--- src/rtl/fetch_pkg.sv ---
// rtl/fetch_pkg.sv - shared types and size helpers for the instruction prefetch unit
package fetch_pkg;

    typedef enum logic [1:0] {
        START = 2'd0,
        FETCH = 2'd1,
        FULL  = 2'd2
    } fetch_state_e;

    function automatic int beats_f(input int instr_w, input int bus_w);
        return instr_w / bus_w;
    endfunction

    function automatic int pc_step_f(input int instr_w);
        return instr_w / 8;
    endfunction

    function automatic int beat_bytes_f(input int bus_w);
        return bus_w / 8;
    endfunction

endpackage

--- src/rtl/fetch_buf.sv ---
// rtl/fetch_buf.sv - small FIFO of fetched {instr, pc} entries with a registered head
module fetch_buf #(
    parameter int WIDTH = 64,
    parameter int DEPTH = 2,
    localparam int PTR_W = (DEPTH > 1) ? $clog2(DEPTH) : 1,
    localparam int CNT_W = $clog2(DEPTH + 1)
) (
    input  logic             clk,
    input  logic             rst_n,
    input  logic             flush,
    input  logic             push,
    input  logic [WIDTH-1:0] push_data,
    input  logic             pop,
    output logic [CNT_W-1:0] count,
    output logic [WIDTH-1:0] head_data
);

    logic [WIDTH-1:0] mem_q [DEPTH];
    logic [WIDTH-1:0] mem_d [DEPTH];
    logic [PTR_W-1:0] wr_ptr_q, wr_ptr_d;
    logic [PTR_W-1:0] rd_ptr_q, rd_ptr_d;
    logic [CNT_W-1:0] count_q, count_d;
    logic [WIDTH-1:0] head_q, head_d;

    function automatic logic [PTR_W-1:0] ptr_inc(input logic [PTR_W-1:0] p);
        return (p == PTR_W'(DEPTH - 1)) ? '0 : p + PTR_W'(1);
    endfunction

    always_comb begin
        mem_d    = mem_q;
        wr_ptr_d = wr_ptr_q;
        rd_ptr_d = rd_ptr_q;
        count_d  = count_q;
        head_d   = head_q;
        if (flush) begin
            wr_ptr_d = '0;
            rd_ptr_d = '0;
            count_d  = '0;
        end else begin
            if (push) begin
                mem_d[wr_ptr_q] = push_data;
                wr_ptr_d        = ptr_inc(wr_ptr_q);
            end
            if (pop) begin
                rd_ptr_d = ptr_inc(rd_ptr_q);
            end
            count_d = count_q + CNT_W'(push) - CNT_W'(pop);
            // Head holds its last value while empty; a push into an emptying buffer becomes head directly.
            if (count_d != '0) begin
                head_d = (count_q == CNT_W'(pop)) ? push_data : mem_q[rd_ptr_d];
            end
        end
    end

    always_ff @(posedge clk or negedge rst_n) begin
        if (!rst_n) begin
            for (int i = 0; i < DEPTH; i++) begin
                mem_q[i] <= '0;
            end
            wr_ptr_q <= '0;
            rd_ptr_q <= '0;
            count_q  <= '0;
            head_q   <= '0;
        end else begin
            mem_q    <= mem_d;
            wr_ptr_q <= wr_ptr_d;
            rd_ptr_q <= rd_ptr_d;
            count_q  <= count_d;
            head_q   <= head_d;
        end
    end

    assign count     = count_q;
    assign head_data = head_q;

endmodule

--- src/rtl/fetch_prefetch.sv ---
// rtl/fetch_prefetch.sv - assembles wide instructions from narrow memory beats and queues them for decode
module fetch_prefetch
    import fetch_pkg::*;
#(
    parameter int                INSTR_W  = 32,
    parameter int                BUS_W    = 8,
    parameter int                ADDR_W   = 32,
    parameter int                DEPTH    = 2,
    parameter logic [ADDR_W-1:0] RESET_PC = '0
) (
    input  logic               clk,
    input  logic               rstN,
    input  logic               redirectIn,
    input  logic [ADDR_W-1:0]  pcIn,
    output logic               memReqOut,
    output logic [ADDR_W-1:0]  memAddrOut,
    input  logic               memReadyIn,
    input  logic [BUS_W-1:0]   memDataIn,
    output logic               instrValidOut,
    output logic [INSTR_W-1:0] instrOut,
    output logic [ADDR_W-1:0]  instrPcOut,
    input  logic               instrReadyIn
);

    localparam int BEATS      = beats_f(INSTR_W, BUS_W);
    localparam int PC_STEP    = pc_step_f(INSTR_W);
    localparam int BEAT_BYTES = beat_bytes_f(BUS_W);
    localparam int BC_W       = (BEATS > 1) ? $clog2(BEATS) : 1;
    localparam int CNT_W      = $clog2(DEPTH + 1);

    typedef struct packed {
        logic [INSTR_W-1:0] instr;
        logic [ADDR_W-1:0]  pc;
    } entry_t;

    fetch_state_e        state_q, state_d;
    logic [BC_W-1:0]     beat_cnt_q, beat_cnt_d;
    logic [ADDR_W-1:0]   fetch_pc_q, fetch_pc_d;
    logic [INSTR_W-1:0]  asm_q, asm_d;
    logic                push, pop, flush;
    logic [CNT_W-1:0]    count;
    entry_t              push_entry, head_entry;

    // A redirect cancels any pop so the flush cannot race with decode.
    assign pop = instrValidOut && instrReadyIn && !redirectIn;

    always_comb begin
        state_d    = state_q;
        beat_cnt_d = beat_cnt_q;
        fetch_pc_d = fetch_pc_q;
        asm_d      = asm_q;
        push       = 1'b0;
        flush      = 1'b0;
        if (redirectIn) begin
            flush      = 1'b1;
            beat_cnt_d = '0;
            fetch_pc_d = pcIn;
            state_d    = FETCH;
        end else begin
            case (state_q)
                START: state_d = FETCH;
                FETCH: begin
                    if (memReadyIn) begin
                        asm_d[beat_cnt_q*BUS_W +: BUS_W] = memDataIn;
                        if (beat_cnt_q == BC_W'(BEATS - 1)) begin
                            push       = 1'b1;
                            beat_cnt_d = '0;
                            fetch_pc_d = fetch_pc_q + ADDR_W'(PC_STEP);
                            // Stop before starting an instruction that would have no slot to land in.
                            if ((count - CNT_W'(pop) + CNT_W'(1)) == CNT_W'(DEPTH)) begin
                                state_d = FULL;
                            end
                        end else begin
                            beat_cnt_d = beat_cnt_q + BC_W'(1);
                        end
                    end
                end
                FULL: if (pop) state_d = FETCH;
                default: state_d = START;
            endcase
        end
    end

    always_ff @(posedge clk or negedge rstN) begin
        if (!rstN) begin
            state_q    <= START;
            beat_cnt_q <= '0;
            fetch_pc_q <= RESET_PC;
            asm_q      <= '0;
        end else begin
            state_q    <= state_d;
            beat_cnt_q <= beat_cnt_d;
            fetch_pc_q <= fetch_pc_d;
            asm_q      <= asm_d;
        end
    end

    assign push_entry = '{instr: asm_d, pc: fetch_pc_q};

    fetch_buf #(
        .WIDTH ($bits(entry_t)),
        .DEPTH (DEPTH)
    ) u_buf (
        .clk       (clk),
        .rst_n     (rstN),
        .flush     (flush),
        .push      (push),
        .push_data (push_entry),
        .pop       (pop),
        .count     (count),
        .head_data (head_entry)
    );

    assign memReqOut     = (state_q == FETCH);
    assign memAddrOut    = fetch_pc_q + ADDR_W'(beat_cnt_q) * ADDR_W'(BEAT_BYTES);
    assign instrValidOut = (count != '0);
    assign instrOut      = head_entry.instr;
    assign instrPcOut    = head_entry.pc;

endmodule

--- config.mk ---
export PLATFORM = sky130hd
export DESIGN_NAME = fetch_prefetch
export DESIGN_NICKNAME = d
export VERILOG_FILES = /design/src/rtl/fetch_pkg.sv /design/src/rtl/fetch_buf.sv /design/src/rtl/fetch_prefetch.sv
export SDC_FILE = /design/constraint.sdc
export NUM_CORES = 1
export LEC_CHECK = 0
export CORE_ASPECT_RATIO = 0.6
export CORE_MARGIN = 2
export CORE_UTILIZATION = 51
export DETAILED_ROUTE_END_ITERATION = 7
export PLACE_DENSITY = 0.78
export SYNTH_ARGS = -nofsm -noshare
export SYNTH_HDL_FRONTEND = slang
export SYNTH_HIERARCHICAL = 1
export SYNTH_SLANG_ARGS = --single-unit
--- constraint.sdc ---
create_clock -name clk -period 2.7 [get_ports clk]
set_input_delay 0.54 -clock clk [delete_from_list [all_inputs] [get_ports clk]]
set_output_delay 0.54 -clock clk [all_outputs]
set_load 0.01 [all_outputs]
==> results.txt <==
The run finished, with violations left. The final reports fail on setup timing. For this run, the leading register cell type out of synthesis is sky130_fd_sc_hd__dfrtp_1. The class of the most critical hold timing path is in -> async.

The estimated wirelength of the detail-placed design is 22.8 mm. The post-route netlist has roughly 36% of its cells at a drive strength greater than 1. The worst register-to-register path ends at u_buf/head_data[13]. The total number of vias is 10.3k. The wire length of the first global-routing pass came out at 55.3 mm. The kind of start point of the critical path is a flop. Setup violations remaining at the end of the flow were counted as 27. The detailed-route wire length per cell came out at approximately 20 µm. The synthesis warning total came out at 6. The shortest clock period the worst path allows after layout came out at 3.24 ns. Tracing the worst setup path back leads to its startpoint at fetch_pc_q[0]. The diode insertion count for antenna repair came out at 0.

The initial antenna violation count came to 0. The routability congestion estimate from global placement is ~0.90. Clock-pin slew was measured on the worst setup and hold paths at ~0.07 ns. The area of the die came out at 26800 µm². The worst-case setup margin in the final layout came out at -0.537 ns. Excluding fillers, the count of instances in the completed layout stands at 1799. The clock skew is 0.00899 ns. The total iterations of the first detailed-routing run came out at 6. The slack of the worst reg-to-reg path came out at around 0.01 ns. The aggregate routed wire length came out at 36.7 mm.

The library cell used as clock root buffer is sky130_fd_sc_hd__clkbuf_16. After synthesis the netlist holds a flip-flop and latch count of 264. The total leakage power is 8.11 nW. The final critical path takes up 120% of the cycle.

Summed over all layers, the global routing overflow is 0. The startpoint identified for the worst register-to-register timing path is beat_cnt_q[1]. For the worst-skew pair, the clock arrives at the later sink with an insertion delay of 0.52 ns. The number of placed I/O pins came out at approximately 140. Measured in cells, the most critical reg-to-reg path has a length of 14. The count of filler cells inserted in the layout is 1771. The total cell area at the placement stage came out at 15600 µm². The async set or reset register ratio after synthesis is 100%. Setup repair after global routing could not meet its margin everywhere.

The max capacitance violation total is 0. The number of clock sinks is ~260. The starting utilization of the core area came out at approximately half.

The number of placement rows is 45. The summed instance area of the synthesized netlist came out at 13000 µm². The largest net degree at the start of global routing is 76.

By startpoint and endpoint, the worst setup path is classified as reg -> out. The core region is 25200 µm². The total global routing track utilization is 26.1%. The largest voltage drop on the vdd net is 0.406 mV. The max-slew violation count came out at 0. After synthesis, the mean cell area works out to approximately 11 µm². The endpoint arrival time on the critical path came out at 2.70 ns. The final count of hold timing violations is 0. Yosys mapped the design onto 51 distinct sky130hd cell types. Buffers inserted during clock tree synthesis total 25.

The floorplan step set the die height to around 130 µm. The number of global-route vias before repair is 10.2k. The worst setup path is captured at an output pin. The post-route standard cell area excluding fillers is 17200 µm². The synthesized netlist cell count is between 1k and 1.5k. The transition time at the pin with the least slew margin came out at 0.595 ns.

In the routed layout, each cell is associated on average with a via count of 5.73. The count of input and output buffers came out at between 100 and 150. The H-tree level count is 1. The footprint of the multi-input gates came out at approximately 6300 µm². For this run, the register share of the synthesized area comes to around half. The maximum count of clock buffers along a single path came out at 3. The data required time of the worst path is 2.16 ns. The number of placed instances with taps included came out at about 1.7k. The synthesized design contains 0 enable-type register cells. The worst max-slew margin expressed relative to the limit is 60.3%. TritonCTS built the clock tree.

The maximum net fanout on the critical path is 3. After detailed routing, the number of remaining DRC violations is 0. The areal power density over the cells is 618 nW/µm². The area occupied by registers came out at 6610 µm². The synthesized netlist net count came out at ~1.2k. The floorplan step set the die width to 210 µm. The count of routing violations after the opening detailed-route iteration is between 1k and 1.5k. Once detail routing completed, the nets flagged for antenna violations numbered 0. From synthesis to final layout, the design area changed by 32.5%. The maximum operating frequency came out at 309 MHz. The number of nets in the layout is 1512.
area by class of cell:
| type | instances | share of cell area, % |
|---|---|---|
| Clock buffer | 30 | 3.86 |
| Sequential cell | 264 | 38.3 |
| Multi-Input combinational cell | 823 | 36.5 |
| Tap cell | 329 | 2.39 |
| Clock inverter | 13 | 0.581 |
| Timing Repair Buffer | 328 | 18.1 |
| Inverter | 12 | 0.276 |
through the flow:
stage | utilization [%] | power [mW] | worst slack (ns) | hold slack [ns] | TNS [ns]
finish | 68.5 | 10.6 | -0.537 | 0.00675 | -7.96
global route | 68.5 | 11.1 | -0.603 | 0.0372 | -10.64
CTS | 66.4 | 10.6 | -0.504 | 0.0153 | -6.80
detailed placement | 62.1 | 7.23 | -0.510 | 0.492 | -21.31
global placement | 62.1 | 7.18 | -0.474 | 0.486 | -18.54
floorplan | - | 5.86 | 0.0148 | 0.244 | 0
worst max-delay path by stage:
stage / to
after floorplan: u_buf/head_data[10]
after global placement: memAddrOut[16]
after detailed placement: memAddrOut[16]
after CTS: memAddrOut[20]
after global routing: memAddrOut[22]
final: memAddrOut[22]
sequential cells by signal (all words and copies together) (netlist names):
register         flops
u_buf/head_data     64
u_buf/mem_q        128
u_buf/wr_ptr_q       1
u_buf/rd_ptr_q       1
fetch_pc_q          32
beat_cnt_q           2
u_buf/count          2
asm_q               32
state_q              2
cell usage after synthesis, types with 6 or more instances:
| cell type | number | area share (%) |
|---|---|---|
| sky130_fd_sc_hd__nand2_1 | 222 | 6.4 |
| sky130_fd_sc_hd__buf_6 | 16 | 1.4 |
| sky130_fd_sc_hd__ha_1 | 12 | 1.2 |
| sky130_fd_sc_hd__a31oi_1 | 80 | 3.8 |
| sky130_fd_sc_hd__nor2_1 | 93 | 2.7 |
| sky130_fd_sc_hd__xnor2_1 | 25 | 1.7 |
| sky130_fd_sc_hd__dfrtp_1 | 264 | 51 |
| sky130_fd_sc_hd__inv_1 | 12 | 0.35 |
| sky130_fd_sc_hd__o21ai_0 | 44 | 1.7 |
| sky130_fd_sc_hd__or4_1 | 16 | 0.92 |
| sky130_fd_sc_hd__nand2b_1 | 7 | 0.34 |
| sky130_fd_sc_hd__nand4_1 | 13 | 0.63 |
| sky130_fd_sc_hd__mux2_2 | 133 | 12 |
| sky130_fd_sc_hd__nor3_1 | 12 | 0.46 |
| sky130_fd_sc_hd__clkbuf_1 | 29 | 0.84 |
| sky130_fd_sc_hd__nand3_1 | 11 | 0.42 |
| sky130_fd_sc_hd__buf_2 | 22 | 0.85 |
| sky130_fd_sc_hd__xor2_1 | 21 | 1.4 |
| sky130_fd_sc_hd__mux2_4 | 60 | 6.9 |
| sky130_fd_sc_hd__a22o_1 | 6 | 0.40 |
| sky130_fd_sc_hd__o31ai_1 | 10 | 0.58 |
| sky130_fd_sc_hd__buf_12 | 6 | 0.92 |
| sky130_fd_sc_hd__nor4_1 | 13 | 0.63 |
layout by cell type (no fill, tap or decap), drive strengths merged, types with 10 or more instances in the layout:
cell type,count
a31oi,80
nand4,14
nand3,13
nor2,93
nor4,13
clkdlybuf4s50,109
ha,12
xor2,22
buf,213
inv,12
clkbuf,35
nor3,12
o21ai,44
nand2,222
xnor2,25
or4,16
dfrtp,264
mux2,193
o31ai,10
critical path, cell delays in order, from the launching register on:
cell and delay, ns:
sky130_fd_sc_hd__dfrtp_1 0.40, sky130_fd_sc_hd__ha_4 0.16, sky130_fd_sc_hd__inv_2 0.04, sky130_fd_sc_hd__fa_2 0.36, sky130_fd_sc_hd__or4_4 0.59, sky130_fd_sc_hd__buf_6 0.16
sky130_fd_sc_hd__nor3_4 0.13, sky130_fd_sc_hd__xor2_1 0.17, sky130_fd_sc_hd__buf_2 0.16
layer usage:
metal | global-route usage (%) | up-vias | routed length (µm)
li1 | - | 4662 | -
met5 | 0 | - | 0
met4 | 7.88 | 0 | 937
met1 | 38.6 | 5170 | 16700
met3 | 5.22 | 75 | 2820
met2 | 39.0 | 409 | 16300
cells by family (layout without fill, tap and decap cells):
logic type | after synthesis | in the layout | synth area share [%]
and+or+nand+nor | 417 | 417 | 14.3
DFF | 264 | 264 | 50.8
muxes | 194 | 194 | 18.5
AOI/OAI and AO/OA | 152 | 152 | 7.17
buffers and inverters | 89 | 383 | 4.58
xor gates and xnor gates | 47 | 47 | 3.31
adders and majority gates | 13 | 13 | 1.31
power by group:
part	switching (mW)	total [mW]	internal, mW	leakage, nW
clock network	1.52	3.37	1.85	0.372
logic	1.04	2.53	1.48	4.21
registers	0.328	4.75	4.42	3.53
repair_timing:
action,4_1_cts,5_1_grt
gates resized for setup,171,62
hold buffers,0,0
setup buffers,20,22
gates cloned,0,6
pin swaps,38,44
endpoints found under the setup margin,31,93
Note: power is estimated with default switching activity, not from simulation.
